===== src/rtl/fun_sched_if.sv =====
`default_nettype none
`timescale 1ns/1ps
// ---------------------------------------------------------------------------
// Module   : fun_sched_if
// Brief    : Client request/response bundle plus fun-core link for fun_sched.
// Revision : 1.0
// ---------------------------------------------------------------------------
interface fun_sched_if #(
    parameter int N = 4
);
    logic [N-1:0]   req_i;
    logic [8*N-1:0] a_i;
    logic [8*N-1:0] b_i;
    logic [N-1:0]   ack_o;
    logic [N-1:0]   done_o;
    logic [10:0]    result_o;
    logic           err_o;
    logic           fun_start;
    logic [7:0]     fun_a;
    logic [7:0]     fun_b;
    logic           fun_busy;
    logic [10:0]    fun_result;

    modport slave (
        input  req_i, a_i, b_i, fun_busy, fun_result,
        output ack_o, done_o, result_o, err_o, fun_start, fun_a, fun_b
    );

    modport master (
        output req_i, a_i, b_i, fun_busy, fun_result,
        input  ack_o, done_o, result_o, err_o, fun_start, fun_a, fun_b
    );
endinterface
`default_nettype wire


===== src/rtl/fun_sched.sv =====
`default_nettype none
`timescale 1ns/1ps
// ---------------------------------------------------------------------------
// Module   : fun_sched
// Brief    : Round-robin scheduler sharing one fun core among N clients.
// Revision : 1.0
// ---------------------------------------------------------------------------
module fun_sched #(
    parameter int N       = 4,
    parameter int TIMEOUT = 64
) (
    input  wire logic   clk,
    input  wire logic   rst,
    fun_sched_if.slave  bus
);
    localparam int             IW       = $clog2(N);
    localparam int             WW       = $clog2(TIMEOUT);
    localparam logic [WW-1:0]  WD_LAST  = WW'(TIMEOUT - 1);
    localparam logic [IW-1:0]  LAST_IDX = IW'(N - 1);

    typedef enum logic [2:0] {
        S_IDLE  = 3'd0,
        S_ISSUE = 3'd1,
        S_WAIT  = 3'd2,
        S_DONE  = 3'd3,
        S_DRAIN = 3'd4
    } state_t;

    state_t        state_q, state_d;
    logic [IW-1:0] rr_q, rr_d;
    logic [IW-1:0] grant_q, grant_d;
    logic [WW-1:0] wd_q, wd_d;
    logic          err_pend_q, err_pend_d;
    logic [N-1:0]  ack_q, ack_d;
    logic [N-1:0]  done_q, done_d;
    logic [10:0]   result_q, result_d;
    logic          err_q, err_d;
    logic          start_q, start_d;
    logic [7:0]    fa_q, fa_d;
    logic [7:0]    fb_q, fb_d;

    logic [IW-1:0] w_winner;
    logic          w_found;
    logic [N-1:0]  w_rot;
    logic [IW:0]   w_sum;

    // Rotate requests so bit 0 is the client at the rr pointer, then take the first set bit.
    always_comb begin
        w_winner = '0;
        w_found  = 1'b0;
        w_sum    = '0;
        w_rot    = N'({bus.req_i, bus.req_i} >> rr_q);
        for (int i = 0; i < N; i++) begin
            if (!w_found && w_rot[i]) begin
                w_found = 1'b1;
                w_sum   = {1'b0, rr_q} + (IW+1)'(i);
                if (w_sum >= (IW+1)'(N)) begin
                    w_sum = w_sum - (IW+1)'(N);
                end
                w_winner = w_sum[IW-1:0];
            end
        end
    end

    always_comb begin
        state_d    = state_q;
        rr_d       = rr_q;
        grant_d    = grant_q;
        wd_d       = wd_q;
        err_pend_d = err_pend_q;
        ack_d      = '0;
        done_d     = '0;
        err_d      = 1'b0;
        start_d    = 1'b0;
        result_d   = result_q;
        fa_d       = fa_q;
        fb_d       = fb_q;
        case (state_q)
            S_IDLE: begin
                if (w_found && !bus.fun_busy) begin
                    fa_d             = bus.a_i[{w_winner, 3'b000} +: 8];
                    fb_d             = bus.b_i[{w_winner, 3'b000} +: 8];
                    grant_d          = w_winner;
                    ack_d[w_winner]  = 1'b1;
                    start_d          = 1'b1;
                    state_d          = S_ISSUE;
                end
            end
            S_ISSUE: begin
                rr_d       = (grant_q == LAST_IDX) ? '0 : grant_q + 1'b1;
                wd_d       = '0;
                err_pend_d = 1'b0;
                state_d    = S_WAIT;
            end
            S_WAIT: begin
                if (!bus.fun_busy) begin
                    result_d        = bus.fun_result;
                    done_d[grant_q] = 1'b1;
                    state_d         = S_DONE;
                end else if (wd_q == WD_LAST) begin
                    result_d        = '0;
                    err_pend_d      = 1'b1;
                    done_d[grant_q] = 1'b1;
                    err_d           = 1'b1;
                    state_d         = S_DONE;
                end else begin
                    wd_d = wd_q + 1'b1;
                end
            end
            S_DONE: begin
                // A timed-out core may still be busy; hold off new starts until it drains.
                state_d = err_pend_q ? S_DRAIN : S_IDLE;
            end
            S_DRAIN: begin
                if (!bus.fun_busy) begin
                    state_d = S_IDLE;
                end
            end
            default: state_d = S_IDLE;
        endcase
    end

    always_ff @(posedge clk or posedge rst) begin
        if (rst) begin
            state_q    <= S_IDLE;
            rr_q       <= '0;
            grant_q    <= '0;
            wd_q       <= '0;
            err_pend_q <= 1'b0;
            ack_q      <= '0;
            done_q     <= '0;
            result_q   <= '0;
            err_q      <= 1'b0;
            start_q    <= 1'b0;
            fa_q       <= '0;
            fb_q       <= '0;
        end else begin
            state_q    <= state_d;
            rr_q       <= rr_d;
            grant_q    <= grant_d;
            wd_q       <= wd_d;
            err_pend_q <= err_pend_d;
            ack_q      <= ack_d;
            done_q     <= done_d;
            result_q   <= result_d;
            err_q      <= err_d;
            start_q    <= start_d;
            fa_q       <= fa_d;
            fb_q       <= fb_d;
        end
    end

    assign bus.ack_o     = ack_q;
    assign bus.done_o    = done_q;
    assign bus.result_o  = result_q;
    assign bus.err_o     = err_q;
    assign bus.fun_start = start_q;
    assign bus.fun_a     = fa_q;
    assign bus.fun_b     = fb_q;
endmodule
`default_nettype wire


===== src/flat_wrapper.sv =====
// flat-port wrapper written by rule: the top's interface ports become plain ports
module fun_sched_flat 
#(
    parameter int N       = 4,
    parameter int TIMEOUT = 64
)
  (clk, rst, bus_req_i, bus_a_i, bus_b_i, bus_fun_busy, bus_fun_result, bus_ack_o, bus_done_o, bus_result_o, bus_err_o, bus_fun_start, bus_fun_a, bus_fun_b);
  fun_sched_if #(.N(N)) bus_i ();
  input  wire logic clk;
  input  wire logic rst;
  input wire logic [$bits(bus_i.req_i)-1:0] bus_req_i;
  input wire logic [$bits(bus_i.a_i)-1:0] bus_a_i;
  input wire logic [$bits(bus_i.b_i)-1:0] bus_b_i;
  input wire logic [$bits(bus_i.fun_busy)-1:0] bus_fun_busy;
  input wire logic [$bits(bus_i.fun_result)-1:0] bus_fun_result;
  output wire logic [$bits(bus_i.ack_o)-1:0] bus_ack_o;
  output wire logic [$bits(bus_i.done_o)-1:0] bus_done_o;
  output wire logic [$bits(bus_i.result_o)-1:0] bus_result_o;
  output wire logic [$bits(bus_i.err_o)-1:0] bus_err_o;
  output wire logic [$bits(bus_i.fun_start)-1:0] bus_fun_start;
  output wire logic [$bits(bus_i.fun_a)-1:0] bus_fun_a;
  output wire logic [$bits(bus_i.fun_b)-1:0] bus_fun_b;
  assign bus_i.req_i = bus_req_i;
  assign bus_i.a_i = bus_a_i;
  assign bus_i.b_i = bus_b_i;
  assign bus_i.fun_busy = bus_fun_busy;
  assign bus_i.fun_result = bus_fun_result;
  assign bus_ack_o = bus_i.ack_o;
  assign bus_done_o = bus_i.done_o;
  assign bus_result_o = bus_i.result_o;
  assign bus_err_o = bus_i.err_o;
  assign bus_fun_start = bus_i.fun_start;
  assign bus_fun_a = bus_i.fun_a;
  assign bus_fun_b = bus_i.fun_b;
  fun_sched #(.N(N), .TIMEOUT(TIMEOUT)) u_core (.clk(clk), .rst(rst), .bus(bus_i));
endmodule

===== config.mk =====
export PLATFORM = sky130hd
export DESIGN_NAME = fun_sched_flat
export DESIGN_NICKNAME = d
export VERILOG_FILES = /design/src/rtl/fun_sched_if.sv /design/src/rtl/fun_sched.sv /design/src/flat_wrapper.sv
export SDC_FILE = /design/constraint.sdc
export NUM_CORES = 1
export LEC_CHECK = 0
export BUFFER_PORTS_ARGS = -buffer_cell sky130_fd_sc_hd__buf_4
export CORE_AREA = 2 2 82 84
export DETAILED_ROUTE_END_ITERATION = 10
export DIE_AREA = 0 0 84 86
export PLACE_DENSITY = 0.85
export SETUP_SLACK_MARGIN = 0.05
export SLEW_MARGIN = 15
export SYNTH_ARGS = -nofsm -noshare
export SYNTH_HDL_FRONTEND = slang
export SYNTH_SLANG_ARGS = --single-unit
export TNS_END_PERCENT = 5

===== constraint.sdc =====
create_clock -name clk -period 1.6 [get_ports clk]
set_input_delay 0.16 -clock clk [delete_from_list [all_inputs] [get_ports clk]]
set_output_delay 0.16 -clock clk [all_outputs]
set_load 0.005 [all_outputs]

==> parameters.txt <==
Parameter                              Value

Finish
  Post-layout instance count excluding filler cells ... 476
  Commonest non-fill, non-tap cell in the layout ... sky130_fd_sc_hd__buf_4
  Layout Area Growth over Synthesis ... 50.65%
  Final-stage net count ... roughly 490
  Most frequent cells in the layout ... sky130_fd_sc_hd__buf_4, sky130_fd_sc_hd__dfrtp_1, sky130_fd_sc_hd__a21oi_1, sky130_fd_sc_hd__nand3_1, sky130_fd_sc_hd__o22a_1
  Fraction of layout cells with a size suffix above 1 ... 0.4712
  Antenna Cells ... 0

Pwr
  Peak supply drop ... around 760 uV
  Leakage Power ... 1.946 nW
  Pwr per Cell Area ... 1493 nW/um^2
  Power after layout ... 6.033 mW

Critical path
  Kind of critical path ... reg -> reg
  Data arrival time at the worst-slack endpoint ... 1910 ps
  Peak fanout along the critical path ... 8
  Critical path's largest stage delay ... 510 ps
  CP max stage cell ... sky130_fd_sc_hd__dfrtp_2
  CP Data Required Time ... 1800 ps
  Combined buffer and inverter count along the critical path ... 2
  Element type at the critical path end ... register
  CP delay by family, top ... compound AO/OA/AOI/OAI gates
  Ordered list of cells on the worst path ... inv_4 > nor3_2 > a211o_1 > buf_6 > a221o_2 > o22a_1
  R2r worst-path depth ... 6
  Startpoint of the worst-slack reg-to-reg timing path ... u_core.rr_q[1]
  Slack of the worst reg-to-reg path ... -110 ps
  RR Endpoint ... u_core.bus.fun_b[6]
  Critical path launch point type ... register

Flow run
  Max Cap Viol ... 0

Drt
  Number of optimization iterations in the first detailed-route pass ... 4
  Via count ... 2,687
  DRC violation total after the first TritonRoute iteration ... ~100
  DR vias/cell ... 5.645
  Routed WL ... 8.110 mm
  Antenna Violating Nets Remaining ... 0
  Average wire per cell in the routed design ... 17.04 um
  Drt drc ... 0

Synth
  Average instance area after synthesis ... 10.12 um^2
  Synthesized-area fraction occupied by xor and xnor cells ... 0.01632
  Synthesis Warnings ... 0
  Share of the synthesized area in compound gates (AO/OA/AOI/OAI) ... 0.2826
  Dominant synthesized flop cell ... sky130_fd_sc_hd__dfrtp_1
  Simple-gate share of the synthesized area ... 0.1311
  Summed instance area of the synthesized netlist ... 2683 um^2
  Net count after synthesis ... 352
  Part of the Yosys area used for sequential elements ... 0.4757
  Mux contribution to synthesized area ... 0.007463
  EDFF count, synth ... 0
  Post-synthesis cell count ... 265
  Post-synthesis adder-cell area fraction ... 0.02332
  Share of flip-flops with an asynchronous set or reset after synthesis ... 1.000
  Unique cell type count in the Yosys netlist ... 45
  Number of flip-flops and latches in the synthesized netlist ... 51
  Largest family of logic cells by synthesized area ... compound AO/OA/AOI/OAI gates

Timing
  Setup Viol. Count Final ... 16
  Total count of hold-check failures in the final report ... 0
  Least setup slack across all paths after layout ... -111.3 ps
  Portion of the clock cycle consumed by the worst path in the final layout ... 1.070
  Minimum hold slack ... 60.32 ps
  Worst setup skew after layout ... 7.639 ps
  Final Critical Period ... 1711 ps
  RSZ-0062 raised after global routing ... yes
  Setup TNS Final ... -1101 ps
  Final-report max-slew violation count ... 0
  Maximum frequency from static timing analysis ... 584.4 MHz
  Slew @ Worst Pin ... approximately 420 ps
  Max_slew headroom ... 0.7222

Hold path
  Hold Crit Start ... bus_fun_result[1]
  Hold Path Class ... in -> reg
  Endpoint of the worst hold path ... u_core.bus.result_o[1]
  Hold path cells ... 2

Floorplan
  Total Die Area ... 7224 um^2
  Width of the die ... 84 um
  Number of top-level design ports ... 119
  Die span in y ... 86 um
  Initial standard-cell utilization of the core ... 0.4273
  Core Footprint ... 6277 um^2
  FP Rows ... 29

Placement
  Setup Slack @ Placement ... -263.3 ps
  HPWL after detailed placement ... 5.851 mm
  Number of I/O port buffers ... 118
  Cells after DPL ... approximately 460
  Weighted congestion reported at the end of routability-driven placement ... 0.8224

Run status
  Run status ... finished with violations
  Violations in the final reports ... setup timing

Clock network
  H-tree depth ... 2
  Clk buf depth ... 2
  Number of sinks handled by clock tree synthesis ... 51
  Clock edge transition at the registers on the reported setup and hold paths ... 100 ps
  Clk_lat worst skew ... 310 ps
  Clock root buffer ... sky130_fd_sc_hd__clkbuf_8
  CTS tree ... done
  Number of buffers inserted during clock tree synthesis ... 5

Global route
  Via count of the first global-routing pass ... 2,795
  GR Util All Layers ... 0.2243
  Sum of overflow across all layers after global routing ... 0
  Pin count of the biggest net entering global routing ... 33
  Initial antenna violation count ... 0
  First-pass GRT wire length ... 13.13 mm
synth_stat cells (2+ instances only):
library cell               number  share of area
sky130_fd_sc_hd__o221ai_1       2         0.0065
sky130_fd_sc_hd__nand3_1       19          0.035
sky130_fd_sc_hd__buf_6          4          0.017
sky130_fd_sc_hd__mux2i_1        2         0.0075
sky130_fd_sc_hd__a22o_1        11          0.036
sky130_fd_sc_hd__a221o_1        9          0.034
sky130_fd_sc_hd__clkbuf_1       5         0.0070
sky130_fd_sc_hd__buf_2          9          0.017
sky130_fd_sc_hd__a21boi_0       2         0.0056
sky130_fd_sc_hd__a21oi_1       20          0.037
sky130_fd_sc_hd__o22a_1        17          0.056
sky130_fd_sc_hd__nor2_1        16          0.022
sky130_fd_sc_hd__nand4_1        2         0.0047
sky130_fd_sc_hd__buf_4          4          0.011
sky130_fd_sc_hd__nand2_1       12          0.017
sky130_fd_sc_hd__o21ai_1        9          0.017
sky130_fd_sc_hd__nor3_1         5         0.0093
sky130_fd_sc_hd__and2_1         2         0.0047
sky130_fd_sc_hd__and3_1         8          0.019
sky130_fd_sc_hd__o31ai_1        2         0.0056
sky130_fd_sc_hd__ha_1           5          0.023
sky130_fd_sc_hd__xor2_1         4          0.013
sky130_fd_sc_hd__o21ai_0       14          0.026
sky130_fd_sc_hd__dfrtp_1       51           0.48
sky130_fd_sc_hd__inv_1          6         0.0084
sky130_fd_sc_hd__a221o_2        6          0.025
state kept, by name, indices dropped and copies added, names as in the netlist:
name,flops
u_core.bus.result_o,11
u_core.bus.fun_start,1
u_core.wd_q,6
u_core.bus.fun_a,8
u_core.bus.fun_b,8
u_core.grant_q,2
u_core.state_q,3
u_core.bus.err_o,1
u_core.bus.ack_o,4
u_core.rr_q,2
u_core.bus.done_o,4
u_core.err_pend_q,1
through the flow:
step / util / instance area, um^2
6_report: 0.6438 / 4041
5_1_grt: 0.6438 / 4041
4_1_cts: 0.6303 / 3956
3_5_place_dp: 0.5972 / 3749
3_3_place_gp: 0.5972 / 3749
2_1_floorplan: - / 2685
per-layer routing:
| metal | GRT usage | wire length [um] |
|---|---|---|
| met1 | 0.2679 | 3232 |
| met2 | 0.4007 | 4152 |
| met3 | 0.05679 | 568 |
| met4 | 0.06598 | 157 |
| met5 | 0 | 0 |
how the worst max path moves through the flow:
stage,slack [ps],end,cells past startpoint,from
after floorplan,-40,u_core.bus.fun_a[6],7,u_core.rr_q[1]
after global placement,-120,u_core.bus.fun_a[7],5,u_core.rr_q[1]
after detailed placement,-260,u_core.bus.fun_a[7],5,u_core.rr_q[1]
after CTS,-80,u_core.bus.fun_a[7],6,u_core.rr_q[1]
after global routing,-160,u_core.bus.fun_b[3],5,u_core.rr_q[1]
final,-110,u_core.bus.fun_b[6],6,u_core.rr_q[1]
final cells by class:
| class | count | area (um^2) |
|---|---|---|
| well taps | 77 | 96.34 |
| fillers | 502 | 2236 |
| inverters | 7 | 28.78 |
| clock inverters | 3 | 46.29 |
| multi-input cells | 184 | 1343 |
| flip-flops and latches | 51 | 1279 |
| clock buffers | 5 | 68.82 |
| repair buffers | 149 | 1180 |
logic make-up (layout without fill, tap and decap cells):
| logic type | after synthesis | in the layout |
|---|---|---|
| flops | 51 | 51 |
| xor+xnor | 5 | 5 |
| simple gates | 70 | 70 |
| buf+inv | 30 | 164 |
| mux | 2 | 2 |
| compound gates | 102 | 102 |
| fa+ha+maj | 5 | 5 |
timing repair:
item	CTS	global route
gates cloned	0	1
setup endpoints to repair	34	40
gates resized for setup	14	15
hold buffers	1	0
pin swaps	3	11
hold endpoints to repair	19	0
setup buffers	2	2
power breakdown:
group          switching, mW  internal [mW]  leakage, nW
Combinational           1.33           1.66         1.26
Sequential             0.357           1.75        0.636
Clock                  0.464          0.472       0.0548
Total                   2.15           3.89         1.95
(Power assumes the default switching activity.)
